## config.mk

```make
export PLATFORM = sky130hd
export DESIGN_NAME = tree_reduce_pipe
export DESIGN_NICKNAME = d
export VERILOG_FILES = /design/src/rtl/tree_reduce_pkg.sv /design/src/rtl/tree_reduce_stage.sv /design/src/rtl/tree_reduce_pipe.sv
export SDC_FILE = /design/constraint.sdc
export NUM_CORES = 1
export LEC_CHECK = 0
export ABC_AREA = 1
export BUFFER_PORTS_ARGS = -buffer_cell sky130_fd_sc_hd__buf_2
export CORE_MARGIN = 8
export CORE_UTILIZATION = 59
export CTS_CLUSTER_DIAMETER = 120
export DETAILED_ROUTE_END_ITERATION = 8
export PLACE_DENSITY = 0.82
export SLEW_MARGIN = 20
export SYNTH_ARGS = -nofsm -noshare
export SYNTH_HDL_FRONTEND = slang
export SYNTH_SLANG_ARGS = --single-unit
```

## constraint.sdc

```tcl
create_clock -name clk -period 3.65 [get_ports clk]
set_input_delay 0.1825 -clock clk [delete_from_list [all_inputs] [get_ports clk]]
set_output_delay 0.1825 -clock clk [all_outputs]
set_load 0.005 [all_outputs]
```

## src/rtl/tree_reduce_pkg.sv

```systemverilog
// Shared types and per-node helpers for the pipelined bit-reduction tree.
// Reduction modes and the helpers used by every tree node.
package tree_reduce_pkg;

  typedef enum logic [1:0] {
    MODE_AND  = 2'd0,
    MODE_OR   = 2'd1,
    MODE_XOR  = 2'd2,
    MODE_NAND = 2'd3
  } mode_e;

  localparam int N_IN_MIN = 2;
  localparam int N_IN_MAX = 256;

  // Neutral element used to fill leaves beyond the real operand width.
  function automatic logic identity(input mode_e mode);
    return (mode == MODE_AND) || (mode == MODE_NAND);
  endfunction

  // NAND reduces as AND; the inversion happens once at the root.
  function automatic logic combine(input logic a, input logic b, input mode_e mode);
    logic r;
    case (mode)
      MODE_OR:  r = a | b;
      MODE_XOR: r = a ^ b;
      default:  r = a & b;
    endcase
    return r;
  endfunction

endpackage

```

## src/rtl/tree_reduce_stage.sv

```systemverilog
// One registered level of the reduction tree: halves the vector pairwise and
// carries the mode and valid bit alongside the data.
module tree_reduce_stage
  import tree_reduce_pkg::*;
#(
  parameter int WIDTH_IN    = 2,
  parameter bit INVERT_NAND = 1'b0
) (
  input  logic                  clk,
  input  logic                  i_rst,
  input  logic [WIDTH_IN-1:0]   i_vec,
  input  logic [1:0]            i_mode,
  input  logic                  i_valid,
  input  logic                  i_advance,
  output logic [WIDTH_IN/2-1:0] o_vec,
  output logic [1:0]            o_mode,
  output logic                  o_valid
);

  localparam int WIDTH_OUT = WIDTH_IN / 2;

  if ((WIDTH_IN % 2) != 0 || WIDTH_IN < 2) begin : g_bad_width
    $error("tree_reduce_stage: WIDTH_IN=%0d must be even and >= 2", WIDTH_IN);
  end

  logic [WIDTH_OUT-1:0] w_next;
  mode_e                w_mode;
  logic [WIDTH_OUT-1:0] r_vec;
  logic [1:0]           r_mode;
  logic                 r_valid;

  assign w_mode = mode_e'(i_mode);

  always_comb begin
    w_next = '0;
    for (int i = 0; i < WIDTH_OUT; i++) begin
      w_next[i] = combine(i_vec[2*i], i_vec[2*i+1], w_mode);
    end
    // Only the root stage is built with INVERT_NAND set.
    if (INVERT_NAND && (w_mode == MODE_NAND)) begin
      w_next = ~w_next;
    end
  end

  // The whole pipe moves in lockstep; a bubble shifts like any other slot.
  always_ff @(posedge clk) begin
    if (i_rst) begin
      r_vec   <= '0;
      r_mode  <= '0;
      r_valid <= 1'b0;
    end else if (i_advance) begin
      r_vec   <= w_next;
      r_mode  <= i_mode;
      r_valid <= i_valid;
    end
  end

  assign o_vec   = r_vec;
  assign o_mode  = r_mode;
  assign o_valid = r_valid;

endmodule

```

## src/rtl/tree_reduce_pipe.sv

```systemverilog
// Pipelined N_IN-to-1 bit reduction (AND/OR/XOR/NAND) with one register per
// tree level and a valid/ready handshake on both sides.
//
// Handshake: a side transfers on a cycle where valid && ready are both high.
// in_ready = !out_valid || out_ready and never depends on in_valid; the whole
// pipe either shifts or holds as one, and out/out_mode stay stable while
// out_valid && !out_ready.
module tree_reduce_pipe
  import tree_reduce_pkg::*;
#(
  parameter int N_IN = 8
) (
  input  logic            clk,
  input  logic            rst,
  input  logic [N_IN-1:0] in,
  input  logic [1:0]      in_mode,
  input  logic            in_valid,
  output logic            in_ready,
  output logic            out,
  output logic [1:0]      out_mode,
  output logic            out_valid,
  input  logic            out_ready
);

  localparam int LEVELS = $clog2(N_IN);
  localparam int LEAF   = 1 << LEVELS;

  if (N_IN < N_IN_MIN || N_IN > N_IN_MAX) begin : g_bad_n_in
    $error("tree_reduce_pipe: N_IN=%0d outside legal range 2..256", N_IN);
  end

  // w_node packs every stage output: stage k owns [LEAF-(LEAF>>k) +: LEAF>>(k+1)],
  // so the root lands on bit LEAF-2.
  logic [LEAF-1:0] w_leaf;
  logic [LEAF-2:0] w_node;
  logic [1:0]      w_mode  [LEVELS+1];
  logic            w_valid [LEVELS+1];
  logic            w_advance;

  assign w_leaf[N_IN-1:0] = in;

  if (LEAF > N_IN) begin : g_pad
    logic w_ident;
    assign w_ident                 = identity(mode_e'(in_mode));
    assign w_leaf[LEAF-1:N_IN]     = {(LEAF-N_IN){w_ident}};
  end

  assign w_mode[0]  = in_mode;
  assign w_valid[0] = in_valid;

  for (genvar k = 0; k < LEVELS; k++) begin : g_level
    localparam int W_IN  = LEAF >> k;
    localparam int W_OUT = W_IN / 2;

    logic [W_IN-1:0] w_stage_in;

    if (k == 0) begin : g_first
      assign w_stage_in = w_leaf;
    end else begin : g_inner
      assign w_stage_in = w_node[LEAF-2*W_IN +: W_IN];
    end

    tree_reduce_stage #(
      .WIDTH_IN    (W_IN),
      .INVERT_NAND (k == LEVELS-1)
    ) u_stage (
      .clk       (clk),
      .i_rst     (rst),
      .i_vec     (w_stage_in),
      .i_mode    (w_mode[k]),
      .i_valid   (w_valid[k]),
      .i_advance (w_advance),
      .o_vec     (w_node[LEAF-W_IN +: W_OUT]),
      .o_mode    (w_mode[k+1]),
      .o_valid   (w_valid[k+1])
    );
  end

  assign w_advance = !w_valid[LEVELS] || out_ready;
  assign in_ready  = w_advance;
  assign out       = w_node[LEAF-2];
  assign out_mode  = w_mode[LEVELS];
  assign out_valid = w_valid[LEVELS];

endmodule

```

==> impl_metrics.xml <==
<?xml version="1.0" encoding="UTF-8"?>
<metrics>
  <group name="outcome">
    <metric name="outcome" unit="">finished clean</metric>
  </group>
  <group name="critical_path">
    <metric name="setup.worst_path.class" unit="">reg2out</metric>
    <metric name="cp-start-kind" unit="">register</metric>
    <metric name="setup.worst_path.end_class" unit="">output pin</metric>
    <metric name="ff2ff_setup_slack" unit="ps">2280</metric>
    <metric name="critical_path.max_fanout" unit="">21</metric>
    <metric name="worst-endpoint-arrival" unit="ps">1380</metric>
    <metric name="cp.required" unit="ps">3470</metric>
  </group>
  <group name="clocking">
    <metric name="tritoncts_num_sinks" unit="">16</metric>
    <metric name="cts_setup_buffers" unit="">0</metric>
    <metric name="htree_num_levels" unit="">1</metric>
    <metric name="cts_repair_resize_count" unit="">0</metric>
    <metric name="cts_tree" unit="">built</metric>
    <metric name="clockRootBuffer" unit="">clkbuf_4</metric>
    <metric name="clk_transition_reported_paths" unit="ps">90</metric>
    <metric name="max-clock-path-buffers" unit="">2</metric>
    <metric name="cts_hold_buffers" unit="">0</metric>
    <metric name="cts_inserted_buffers" unit="">3</metric>
    <metric name="clkLatencyLatePin" unit="ps">280</metric>
  </group>
  <group name="die">
    <metric name="rows" unit="">15</metric>
    <metric name="floorplan.initialDensity" unit="%">63.7</metric>
    <metric name="design.core.area" unit="um^2">1750</metric>
    <metric name="height_of_the_chip" unit="um">59.4</metric>
    <metric name="design.die.area" unit="um^2">3530</metric>
    <metric name="die_width" unit="um">59.4</metric>
    <metric name="design.portCount" unit="">19</metric>
  </group>
  <group name="finish">
    <metric name="antennaDiodeCount" unit="">0</metric>
    <metric name="final_util" unit="%">70.4</metric>
    <metric name="commonest_non_fill_non_tap_cell_in_the_layout" unit="">inv_1</metric>
    <metric name="commonest_cells_after_routing_fill_and_taps_aside" unit="">30 x inv_1, 21 x ha_1, 18 x buf_2, 16 x dfxtp_1, 14 x o21ai_0</metric>
    <metric name="drive_above_1_share" unit="%">28.3</metric>
    <metric name="regArea" unit="um^2">320</metric>
    <metric name="final_net_count" unit="">188</metric>
    <metric name="multi_input_comb_area" unit="um^2">631</metric>
    <metric name="area_growth" unit="%">10.5</metric>
    <metric name="final.fill_count" unit="">152</metric>
  </group>
  <group name="global_route">
    <metric name="antenna_violations_before_repair" unit="">0</metric>
    <metric name="pin_count_of_the_biggest_net_entering_global_routing" unit="">22</metric>
    <metric name="gr_util_met3" unit="%">2.39</metric>
    <metric name="grt.met2_usage" unit="%">23.9</metric>
    <metric name="first_global_vias" unit="">903</metric>
    <metric name="busiest_layer" unit="">met2</metric>
    <metric name="grt_pass1_wl" unit="um">3390</metric>
    <metric name="gr-total-overflow" unit="">0</metric>
    <metric name="use_met1" unit="%">11.3</metric>
    <metric name="grt_util_all_layers" unit="%">12.3</metric>
  </group>
  <group name="synthesis">
    <metric name="synth.cell_area" unit="um^2">1110</metric>
    <metric name="syn-mean-instance-area" unit="um^2">8.30</metric>
    <metric name="yosysSeqAreaShare" unit="%">28.8</metric>
    <metric name="synthesis.nets" unit="">169</metric>
    <metric name="yosysWarnings" unit="">0</metric>
    <metric name="yosysUniqueCellTypes" unit="">17</metric>
    <metric name="ys_ff_latch" unit="">16</metric>
    <metric name="postSynthCellCount" unit="">134</metric>
  </group>
  <group name="job">
    <metric name="max_cap_violations" unit="">0</metric>
  </group>
  <group name="timing">
    <metric name="period_share" unit="%">42.9</metric>
    <metric name="max_freq" unit="MHz">638</metric>
    <metric name="final_hold_viol_count" unit="">0</metric>
    <metric name="finalClockSkew" unit="ps">1.52</metric>
    <metric name="max_slew.worst_pin.slew" unit="ps">494</metric>
    <metric name="rsz0062_at_grt" unit="">no</metric>
    <metric name="period_needed" unit="ps">1570</metric>
    <metric name="setup-violations-final" unit="">0</metric>
    <metric name="max_slew_violation_count" unit="">0</metric>
    <metric name="max-slew-margin-rel" unit="%">67.0</metric>
    <metric name="finalSetupTns" unit="ps">0</metric>
  </group>
  <group name="route">
    <metric name="drt-vias-per-instance" unit="">5.01</metric>
    <metric name="vias" unit="">887</metric>
    <metric name="detailedRoute.firstPassIterationCount" unit="">2</metric>
    <metric name="detail_route.wl_per_cell" unit="um">10.4</metric>
    <metric name="antenna_left" unit="">0</metric>
    <metric name="drc_violation_count_after_routing" unit="">0</metric>
    <metric name="drt_wl_total" unit="um">1840</metric>
    <metric name="detail_route.iter0.violations" unit="">6</metric>
  </group>
  <group name="worst_hold_path">
    <metric name="min-delay-path-class" unit="">in2reg</metric>
  </group>
  <group name="placed_design">
    <metric name="portBuffers" unit="">18</metric>
    <metric name="finalWeightedCongestion" unit="">0.711</metric>
    <metric name="dp_hpwl" unit="um">1580</metric>
  </group>
  <group name="power">
    <metric name="power-per-cell-area" unit="nW/um^2">328</metric>
    <metric name="ir_worst_vdd" unit="V">0.000170</metric>
    <metric name="total_leakage_power" unit="uW">0.000637</metric>
  </group>
</metrics>
==> worst paths after layout <==
| kind | start | to | depth (start not counted) |
|---|---|---|---|
| min reg2reg | g_level[1].u_stage.o_valid | g_level[2].u_stage.o_valid | 2 |
| max reg2reg | g_level[1].u_stage.o_mode[0] | g_level[2].u_stage.o_vec | 8 |
| min | rst | g_level[2].u_stage.o_valid | 2 |
| max | g_level[2].u_stage.o_valid | in_ready | 4 |
==> cell families (layout without fill, tap and decap cells) <==
group,Yosys count,in the layout,synth area share (%)
compound gates,45,45,26.0
buf+inv,36,54,14.5
flops,16,16,28.8
fa+ha+maj,21,21,23.6
simple gates,16,16,7.09
==> Yosys cell counts <==
library cell / instances / area (um^2)
inv_1: 30 / 113
ha_1: 21 / 263
dfxtp_1: 16 / 320
o21ai_0: 14 / 70.1
a21oi_1: 9 / 45.0
a21oi_2: 9 / 78.8
o21ai_2: 8 / 70.1
nor2_1: 6 / 22.5
nand2_1: 5 / 18.8
o21ai_1: 5 / 25.0
buf_6: 3 / 33.8
inv_2: 2 / 7.51
nand3_1: 2 / 10.0
buf_4: 1 / 7.51
nand3_2: 1 / 10.0
nor2_4: 1 / 11.3
or2_1: 1 / 6.26
==> where the power goes <==
| group | internal (uW) | total, uW | switching (uW) | leakage (uW) |
|---|---|---|---|---|
| registers | 188 | 199 | 10.9 | 0.000132 |
| logic | 38.5 | 88.3 | 49.8 | 0.000484 |
| clock network | 60.7 | 116 | 55.0 | 0.0000210 |
==> metal layers <==
metal | part of all wire (%) | vias to the layer above
li1 | - | 468
met1 | 40 | 394
met2 | 55 | 19
met3 | 2.2 | 6
met4 | 2.9 | 0
met5 | 0 | -
==> worst max-delay path: stages, from the launching register on <==
cell	delay (ps)
dfxtp_1	330
inv_1	60
nor2_4	230
inv_2	270
buf_2	210
==> area by class of cell <==
type / count / share of cell area (%)
multi-input combinational: 82 / 51.3
sequential: 16 / 26.1
inverter: 32 / 9.78
timing repair buffer: 18 / 7.33
clock buffer: 4 / 2.95
tap: 25 / 2.55
==> metrics by stage <==
stage               cells  power (uW)  hold WS [ps]  setup slack (ps)  area, um^2
floorplan             134         268           255              2390        1110
global placement      173         286           366              2350        1190
detailed placement    173         294           369              2280        1190
CTS                   177         409          67.9              2060        1230
global route          177         435          59.4              1960        1230
finish                177         403          70.7              2080        1230
==> registers in the layout, indices dropped and copies added, names as in the netlist <==
name	cells
g_level.u_stage.o_mode	6
g_level.u_stage.o_valid	3
g_level.u_stage.o_vec	7
Power figures use the tool's default switching activity.
